`src/rtl/icache_tag_if.sv`:
```
// Request/response and tag SRAM signals of the icache tag controller.
//
// Handshake: a transfer on lookup or fill happens in the cycle where both
// valid and ready are high. A requester may assert valid at any time. It
// must hold the payload stable while valid is high and ready is low. Ready
// never depends on valid. resp_valid is a single-cycle pulse with no ready.
interface icache_tag_if #(
  parameter int IDX_WIDTH = 4,
  parameter int TAG_WIDTH = 23
);
  logic                 lookup_valid;
  logic                 lookup_ready;
  logic [IDX_WIDTH-1:0] lookup_idx;
  logic [TAG_WIDTH-1:0] lookup_tag;
  logic                 resp_valid;
  logic                 resp_hit;
  logic                 fill_valid;
  logic                 fill_ready;
  logic [IDX_WIDTH-1:0] fill_idx;
  logic [TAG_WIDTH-1:0] fill_tag;
  logic                 flush_req;
  logic                 flush_busy;
  logic                 tag_csb0;
  logic                 tag_web0;
  logic [IDX_WIDTH-1:0] tag_addr0;
  logic [TAG_WIDTH:0]   tag_din0;
  logic                 tag_csb1;
  logic [IDX_WIDTH-1:0] tag_addr1;
  logic [TAG_WIDTH:0]   tag_dout1;
  logic                 state_dbg;  // 0 = FLUSH, 1 = IDLE

  modport slave (
    input  lookup_valid, lookup_idx, lookup_tag,
    input  fill_valid, fill_idx, fill_tag, flush_req, tag_dout1,
    output lookup_ready, resp_valid, resp_hit, fill_ready, flush_busy,
    output tag_csb0, tag_web0, tag_addr0, tag_din0, tag_csb1, tag_addr1,
    output state_dbg
  );

  modport master (
    output lookup_valid, lookup_idx, lookup_tag,
    output fill_valid, fill_idx, fill_tag, flush_req, tag_dout1,
    input  lookup_ready, resp_valid, resp_hit, fill_ready, flush_busy,
    input  tag_csb0, tag_web0, tag_addr0, tag_din0, tag_csb1, tag_addr1,
    input  state_dbg
  );
endinterface

```
`src/rtl/icache_tag_ctrl.sv`:
```
// Icache tag SRAM sequencer and port arbiter. After reset, and on request,
// it sweeps every entry to invalid. Fills are written on port 0 and lookups
// are read on port 1. A fill is forwarded to a lookup of the same index in
// the same cycle, because the SRAM commits that write one edge too late for
// the read.
module icache_tag_ctrl #(
  parameter int IDX_WIDTH = 4,
  parameter int TAG_WIDTH = 23
) (
  input logic         clk,
  input logic         rst,
  icache_tag_if.slave bus
);
  localparam int DW = TAG_WIDTH + 1;
  localparam logic [IDX_WIDTH-1:0] LAST_IDX = '1;

  typedef enum logic {
    ST_FLUSH = 1'b0,
    ST_IDLE  = 1'b1
  } state_e;

  state_e               state_q, state_d;
  logic [IDX_WIDTH-1:0] flush_idx_q, flush_idx_d;
  logic                 resp_valid_q, resp_valid_d;
  logic [TAG_WIDTH-1:0] req_tag_q, req_tag_d;
  logic                 byp_q, byp_d;
  logic [TAG_WIDTH-1:0] byp_tag_q, byp_tag_d;
  logic                 lookup_acc;
  logic                 fill_acc;
  logic [DW-1:0]        dout_eff;

  // Next state, port arbitration and SRAM command generation.
  always_comb begin
    state_d           = state_q;
    flush_idx_d       = flush_idx_q;
    lookup_acc        = 1'b0;
    fill_acc          = 1'b0;
    bus.lookup_ready  = 1'b0;
    bus.fill_ready    = 1'b0;
    bus.flush_busy    = 1'b1;
    bus.tag_csb0      = 1'b1;
    bus.tag_web0      = 1'b1;
    bus.tag_addr0     = '0;
    bus.tag_din0      = '0;
    bus.tag_csb1      = 1'b1;
    bus.tag_addr1     = '0;
    case (state_q)
      ST_FLUSH: begin
        // Reset holds the state here, so port 0 is gated off while rst is high.
        if (!rst) begin
          bus.tag_csb0  = 1'b0;
          bus.tag_web0  = 1'b0;
          bus.tag_addr0 = flush_idx_q;
          flush_idx_d   = flush_idx_q + 1'b1;
          if (flush_idx_q == LAST_IDX) state_d = ST_IDLE;
        end
      end
      ST_IDLE: begin
        bus.flush_busy   = 1'b0;
        bus.lookup_ready = 1'b1;
        // A fill racing a flush would be wiped anyway; refusing it keeps
        // port 0 free for the first sweep write.
        bus.fill_ready   = !bus.flush_req;
        lookup_acc       = bus.lookup_valid;
        fill_acc         = bus.fill_valid && !bus.flush_req;
        if (fill_acc) begin
          bus.tag_csb0  = 1'b0;
          bus.tag_web0  = 1'b0;
          bus.tag_addr0 = bus.fill_idx;
          bus.tag_din0  = {1'b1, bus.fill_tag};
        end
        if (lookup_acc) begin
          bus.tag_csb1  = 1'b0;
          bus.tag_addr1 = bus.lookup_idx;
        end
        if (bus.flush_req) begin
          state_d     = ST_FLUSH;
          flush_idx_d = '0;
        end
      end
      default: state_d = ST_FLUSH;
    endcase
    resp_valid_d = lookup_acc;
    req_tag_d    = lookup_acc ? bus.lookup_tag : req_tag_q;
    byp_d        = lookup_acc && fill_acc && (bus.fill_idx == bus.lookup_idx);
    byp_tag_d    = fill_acc ? bus.fill_tag : byp_tag_q;
  end

  // State and response pipeline registers.
  always_ff @(posedge clk or posedge rst) begin
    if (rst) begin
      state_q      <= ST_FLUSH;
      flush_idx_q  <= '0;
      resp_valid_q <= 1'b0;
      req_tag_q    <= '0;
      byp_q        <= 1'b0;
      byp_tag_q    <= '0;
    end else begin
      state_q      <= state_d;
      flush_idx_q  <= flush_idx_d;
      resp_valid_q <= resp_valid_d;
      req_tag_q    <= req_tag_d;
      byp_q        <= byp_d;
      byp_tag_q    <= byp_tag_d;
    end
  end

  assign dout_eff       = byp_q ? {1'b1, byp_tag_q} : bus.tag_dout1;
  assign bus.resp_valid = resp_valid_q;
  assign bus.resp_hit   = resp_valid_q && dout_eff[DW-1] &&
                          (dout_eff[TAG_WIDTH-1:0] == req_tag_q);
  assign bus.state_dbg  = (state_q == ST_IDLE);
endmodule

```
`src/flat_wrapper.sv`:
```
// flat-port wrapper written by rule: the top's interface ports become plain ports
module icache_tag_ctrl_flat 
#(
  parameter int IDX_WIDTH = 4,
  parameter int TAG_WIDTH = 23
)
  (clk, rst, bus_lookup_valid, bus_lookup_idx, bus_lookup_tag, bus_fill_valid, bus_fill_idx, bus_fill_tag, bus_flush_req, bus_tag_dout1, bus_lookup_ready, bus_resp_valid, bus_resp_hit, bus_fill_ready, bus_flush_busy, bus_tag_csb0, bus_tag_web0, bus_tag_addr0, bus_tag_din0, bus_tag_csb1, bus_tag_addr1, bus_state_dbg);
  icache_tag_if #(.IDX_WIDTH(IDX_WIDTH), .TAG_WIDTH(TAG_WIDTH)) bus_i ();
  input logic clk;
  input logic rst;
  input wire logic [$bits(bus_i.lookup_valid)-1:0] bus_lookup_valid;
  input wire logic [$bits(bus_i.lookup_idx)-1:0] bus_lookup_idx;
  input wire logic [$bits(bus_i.lookup_tag)-1:0] bus_lookup_tag;
  input wire logic [$bits(bus_i.fill_valid)-1:0] bus_fill_valid;
  input wire logic [$bits(bus_i.fill_idx)-1:0] bus_fill_idx;
  input wire logic [$bits(bus_i.fill_tag)-1:0] bus_fill_tag;
  input wire logic [$bits(bus_i.flush_req)-1:0] bus_flush_req;
  input wire logic [$bits(bus_i.tag_dout1)-1:0] bus_tag_dout1;
  output wire logic [$bits(bus_i.lookup_ready)-1:0] bus_lookup_ready;
  output wire logic [$bits(bus_i.resp_valid)-1:0] bus_resp_valid;
  output wire logic [$bits(bus_i.resp_hit)-1:0] bus_resp_hit;
  output wire logic [$bits(bus_i.fill_ready)-1:0] bus_fill_ready;
  output wire logic [$bits(bus_i.flush_busy)-1:0] bus_flush_busy;
  output wire logic [$bits(bus_i.tag_csb0)-1:0] bus_tag_csb0;
  output wire logic [$bits(bus_i.tag_web0)-1:0] bus_tag_web0;
  output wire logic [$bits(bus_i.tag_addr0)-1:0] bus_tag_addr0;
  output wire logic [$bits(bus_i.tag_din0)-1:0] bus_tag_din0;
  output wire logic [$bits(bus_i.tag_csb1)-1:0] bus_tag_csb1;
  output wire logic [$bits(bus_i.tag_addr1)-1:0] bus_tag_addr1;
  output wire logic [$bits(bus_i.state_dbg)-1:0] bus_state_dbg;
  assign bus_i.lookup_valid = bus_lookup_valid;
  assign bus_i.lookup_idx = bus_lookup_idx;
  assign bus_i.lookup_tag = bus_lookup_tag;
  assign bus_i.fill_valid = bus_fill_valid;
  assign bus_i.fill_idx = bus_fill_idx;
  assign bus_i.fill_tag = bus_fill_tag;
  assign bus_i.flush_req = bus_flush_req;
  assign bus_i.tag_dout1 = bus_tag_dout1;
  assign bus_lookup_ready = bus_i.lookup_ready;
  assign bus_resp_valid = bus_i.resp_valid;
  assign bus_resp_hit = bus_i.resp_hit;
  assign bus_fill_ready = bus_i.fill_ready;
  assign bus_flush_busy = bus_i.flush_busy;
  assign bus_tag_csb0 = bus_i.tag_csb0;
  assign bus_tag_web0 = bus_i.tag_web0;
  assign bus_tag_addr0 = bus_i.tag_addr0;
  assign bus_tag_din0 = bus_i.tag_din0;
  assign bus_tag_csb1 = bus_i.tag_csb1;
  assign bus_tag_addr1 = bus_i.tag_addr1;
  assign bus_state_dbg = bus_i.state_dbg;
  icache_tag_ctrl #(.IDX_WIDTH(IDX_WIDTH), .TAG_WIDTH(TAG_WIDTH)) u_core (.clk(clk), .rst(rst), .bus(bus_i));
endmodule
```
`config.mk`:
```
export PLATFORM = sky130hd
export DESIGN_NAME = icache_tag_ctrl_flat
export DESIGN_NICKNAME = d
export VERILOG_FILES = /design/src/rtl/icache_tag_if.sv /design/src/rtl/icache_tag_ctrl.sv /design/src/flat_wrapper.sv
export SDC_FILE = /design/constraint.sdc
export NUM_CORES = 1
export LEC_CHECK = 0
export ABC_AREA = 1
export CAP_MARGIN = 10
export CORE_MARGIN = 2
export CORE_UTILIZATION = 35
export DETAILED_ROUTE_END_ITERATION = 12
export PLACE_DENSITY = 0.66
export SYNTH_ARGS = -nofsm -noshare
export SYNTH_HDL_FRONTEND = slang
export SYNTH_SLANG_ARGS = --single-unit
```
`constraint.sdc`:
```
create_clock -name clk -period 5.9 [get_ports clk]
set_clock_uncertainty 0.2 [all_clocks]
set_input_delay 0.885 -clock clk [delete_from_list [all_inputs] [get_ports clk]]
set_output_delay 0.885 -clock clk [all_outputs]
set_load 0.005 [all_outputs]
```
Word-level counts from Yosys, hierarchy flattened
Index checks and enable logic that the tools add are counted.

operators by class
  $add $sub $neg = 1
  equal/unequal tests = 5
  mux-type cells = 25
  bitwise logic cells = 1
  reductions and logical operators = 7

operators by type and width
  kind                                                            number
  24-bit 2-to-1 mux                                               3
  4-bit 2-to-1 mux                                                6
  23-bit == test                                                  1
  4-bit case mux with 2 select lines                              2
  1-bit 2-to-1 mux                                                12
  1-bit logical AND                                               5
  4-bit by 1-bit adder with 4-bit output (second input constant)  1
  4-bit == test                                                   1
  4-bit == test (second input constant)                           1
  2-bit inequality test (second input constant)                   2
  1-bit case mux with 2 select lines                              2
  2-bit AND reduction                                             1
  1-bit logical NOT                                               1
  1-bit NOT                                                       1

storage, ports and cells
  register bits = 53
  input port bits = 83

Depth between registers and ports, before layout
  depth in word-level cells = 5
  mapped depth = 12
  gate-level depth less buffers = 10

Worst setup path after synthesis
No wires, ideal clock.

  path kind = input -> output
  start = input rst
  end = output bus_tag_web0
  data arrival time = 2685 ps
  setup slack = 2130 ps
  cell stages on the path = 5
  buffers on the path = 1
  cell sequence = inv_1 > nand2_1 > inv_1 > nor2_1 > buf_4

between the ends
  word-level cells in the longest chain between the ends = 2

RTL lines
  item                                line                source
  start: declaration                  flat_wrapper.sv:10  input logic rst;
  1-bit 2-to-1 mux                    --
  1-bit case mux with 2 select lines  --
  end: declaration                    flat_wrapper.sv:25  output wire logic [$bits(bus_i.tag_web0)-1:0] bus_tag_web0;

Every way passes these cells.

Worst setup path in the final report
  start = register u_core.byp_q
  end = output bus_resp_hit

between the ends
  word-level cells in the longest chain between the ends = 3

RTL lines
  item                                                 line                                            source
  start: declaration                                   icache_tag_ctrl.sv:26                           logic byp_q, byp_d;
  start signal: assignment                             icache_tag_ctrl.sv:103                          byp_q <= byp_d;
  24-bit 2-to-1 mux (*)                                icache_tag_ctrl.sv:108                          assign dout_eff = byp_q ? {1'b1, byp_tag_q} : bus.tag_dout1;
  23-bit == test or 1-bit logical AND (tied branches)  icache_tag_ctrl.sv:111, icache_tag_ctrl.sv:110
  1-bit logical AND (*)                                icache_tag_ctrl.sv:110                          assign bus.resp_hit = resp_valid_q && dout_eff[DW-1] &&
  end: declaration                                     flat_wrapper.sv:21                              output wire logic [$bits(bus_i.resp_hit)-1:0] bus_resp_hit;

Every way passes the cells marked *; elsewhere a longest branch is shown, timed or not.

==> summary.md <==
| Metric | Value |
|---|---|
| Seq/Total Area, Yosys | `43.66%` |
| R2R cell count | `6` |
| Post-CTS setup buffers | `0` |
| Routability cong. | `0.8135` |
| Synth unique cells | `27` |
| Synth area leaders | `dfrtp_1 44%, nand2_1 20%, inv_1 7.8%` |
| Cell area after synthesis | `3038 µm²` |
| Initial DRC count | `105` |
| Asr flop ratio synth | `100.0%` |
| Outcome | `completed` |
| Wire length on met3 | `711 µm` |
| Die width | `97.17 µm` |
| Total gr overflow | `0` |
| IO buf count | `123` |
| Top layer in use | `met4` |
| Clk_lat worst skew | `0.31 ns` |
| Cells after Synth | `445` |
| Vias in the first global route | `3002` |
| Pwr dens | `295.7 nW/µm²` |
| Die H | `97.17 µm` |
| Post-route setup slack | `1.946 ns` |
| Most frequent CP cell | `nand2_1` |
| WP data required | `4.82 ns` |
| Crit end category | `output pin` |
| Slowest cell on crit path | `dfrtp_1` |
| Avg WL per Cell | `13.19 µm` |
| Global Route Usage Sum | `18.65%` |
| Antenna violations before repair | `0` |
| DR vias | `3059` |
| Area share of the leading cell type in the synthesized netlist | `43.66%` |
| Post_cts resized | `0` |
| CTS Root Cell | `clkbuf_8` |
| Core Area | `8299 µm²` |
| Hold endpoint | `u_core.byp_tag_q[18]$_DFFE_PP0P_` |
| Minimum clock period | `3.954 ns` |
| Area delta synth->final | `44.11%` |
| Final number of hold-violating endpoints | `0` |
| Fin nets | `642` |
| Pre-CTS setup slack | `2.145 ns` |
| Max Cap Viol | `0` |
| Met2 wire len | `3952 µm` |
| ANT cells | `0` |
| Syn. warnings | `0` |
| RSZ-0062 raised after global routing | `no` |
| Main synth FF type | `dfrtp_1` |
| Layout cell share with drive strength beyond 1 | `3.936%` |
| Critical path startpoint category | `flip-flop` |
| Clk sinks | `53` |
| Initial Util | `36.60%` |
| Hold_sp | `u_core.byp_tag_q[18]$_DFFE_PP0P_` |
| Wl on met1 | `3974 µm` |
| Slew Limit Headroom | `29.92%` |
| Commonest cells in the netlist | `163 x nand2_1, 63 x inv_1, 53 x dfrtp_1, 46 x nor2_1, 46 x o21ai_0` |
| CP max FO | `26` |
| Final ANT Viol Nets | `0` |
| CTS Buffer Depth | `2` |
| Mapped Avg Cell Area | `6.827 µm²` |
| FMAX | `252.9 MHz` |
| Count leader, synth | `nand2_1` |
| CTS tree | `done` |
| Flops & latches, synth | `53` |
| R2r setup slk | `3.71 ns` |
| Period utilization | `67.01%` |
| Final HPWL DP | `6687 µm` |
| Setup TNS Final | `0 ns` |
| Setup Viol. Count Final | `0` |
| Worst Setup Path Type | `flip-flop to output pin` |
| CP arrival | `2.87 ns` |
| Total CTS buffers | `5` |
| Post-CTS Hold Buffers | `0` |
| Max VDD drop | `135.9 µV` |
| CP Cell Sequence | `inv_6 -> nand2_1 -> nand2_1 -> nand2_1 -> nand2_1 -> nor2_1 -> nand2_1 -> nor2_1 -> nand2_1 -> nor2_1 -> clkdlybuf4s50_1` |
| Hold Path Cell Cnt | `2` |
| RR Endpoint | `u_core.byp_q$_DFF_PP0_` |
| Post-Route Utilization | `52.75%` |
| H-tree Lvls | `2` |
| Largest net degree at the start of global routing | `63` |
| Crit-path max cell delay | `1.04 ns` |
| Max Slew Vio Count | `0` |
| First-pass GRT wire length | `14410 µm` |
| Cell row count | `33` |
| Drt drc | `0` |
| Total die area | `9441 µm²` |
| Net Count, Synth | `529` |
| Io pins | `124` |
| Vias per inst | `4.607` |
| P_leak | `2.162 nW` |
| Worst min path class | `flip-flop to flip-flop` |
| Post-synth EDFFs | `0` |
| Leading area contributor after synthesis | `dfrtp_1` |
| Worst-margin pin slew | `1.051 ns` |
| Final wirelength | `8756 µm` |
| First drt pass iteration count | `4` |
| Clock Pin Slew Worst Setup and Hold Paths | `0.10 ns` |
| Critical R2R Launch | `u_core.bus.state_dbg$_DFF_PP0_` |
-- how the worst max path moves through the flow --
stage                                 startpoint          endpoint  slack (ns)
after floorplan                              rst      bus_tag_web0        2.13
after global placement             bus_flush_req  bus_tag_din0[11]        2.19
after detailed placement           bus_flush_req  bus_tag_din0[11]        2.15
after CTS                 u_core.byp_q$_DFF_PP0_      bus_resp_hit        1.91
after global routing      u_core.byp_q$_DFF_PP0_      bus_resp_hit        1.67
final                     u_core.byp_q$_DFF_PP0_      bus_resp_hit        1.95
-- cell type report --
class,instances,area (µm²)
multi-input cells,308,1335
well taps,105,131.4
clock buffers,5,68.82
inverters,65,249.0
flip-flops and latches,53,1326
repair buffers,125,1246
clock inverters,3,21.27
fillers,801,3921
-- per-layer routing --
metal / track usage, % / vias up
li1: - / 1586
met1: 25.84 / 1370
met2: 29.11 / 97
met3: 5.252 / 6
met4: 4.225 / 0
met5: 0 / -
-- registers in the layout, indices dropped and copies added, names as in the netlist --
| signal | count |
|---|---|
| u_core.byp_tag_q | 23 |
| u_core.req_tag_q | 23 |
| u_core.flush_idx_q | 4 |
| u_core.bus.resp_valid | 1 |
| u_core.bus.state_dbg | 1 |
| u_core.byp_q | 1 |
-- cells by family after synthesis --
group,share of synthesized area [%]
adder cells (fa/ha/maj),0.4118
XOR/XNOR,0.2884
AO/OA/AOI/OAI,10.46
flip-flops,43.66
buffers and inverters,12.48
AND/OR/NAND/NOR,32.70
-- placed cells by master (no fill, tap or decap) --
| cell | n |
|---|---|
| a21o_1 | 1 |
| o22ai_1 | 3 |
| inv_2 | 2 |
| ha_1 | 1 |
| xor2_1 | 1 |
| nor2_1 | 46 |
| nand3_1 | 23 |
| inv_6 | 2 |
| nand2_2 | 9 |
| o211ai_1 | 1 |
| o21ai_0 | 46 |
| nand4_1 | 5 |
| nand2_1 | 162 |
| o21a_1 | 1 |
| nand3b_1 | 1 |
| nor3_1 | 1 |
| clkdlybuf4s50_1 | 123 |
| o21bai_1 | 3 |
| clkinv_2 | 1 |
| a21oi_1 | 3 |
| buf_4 | 2 |
| clkbuf_8 | 5 |
| a22o_1 | 1 |
| dfrtp_1 | 53 |
| inv_1 | 62 |
| clkinvlp_4 | 1 |
-- per-stage QoR --
step / instances / cell area (µm²) / hold WS, ns / power [mW]
global placement: 656 / 4288 / 0.2684 / 1.080
global route: 664 / 4378 / 0.3180 / 1.411
CTS: 664 / 4378 / 0.2994 / 1.306
detailed placement: 656 / 4288 / 0.2737 / 1.094
finish: 664 / 4378 / 0.2936 / 1.294
floorplan: 445 / 3038 / 0.2529 / 0.8898
-- where the power goes --
part           leakage [nW]  internal (mW)  switching, mW  total, mW
Combinational          1.46          0.227          0.242      0.469
Sequential            0.654          0.522         0.0956      0.618
Clock                0.0445         0.0845          0.123      0.208
Total                  2.16          0.834          0.461       1.29
-- critical path: cells and delay by family, from the launching register on --
family,cells,cell delay (ns)
simple gates,9,0.76
flops,1,1.04
buf+inv,2,0.73
Power figures use the tool's default switching activity.
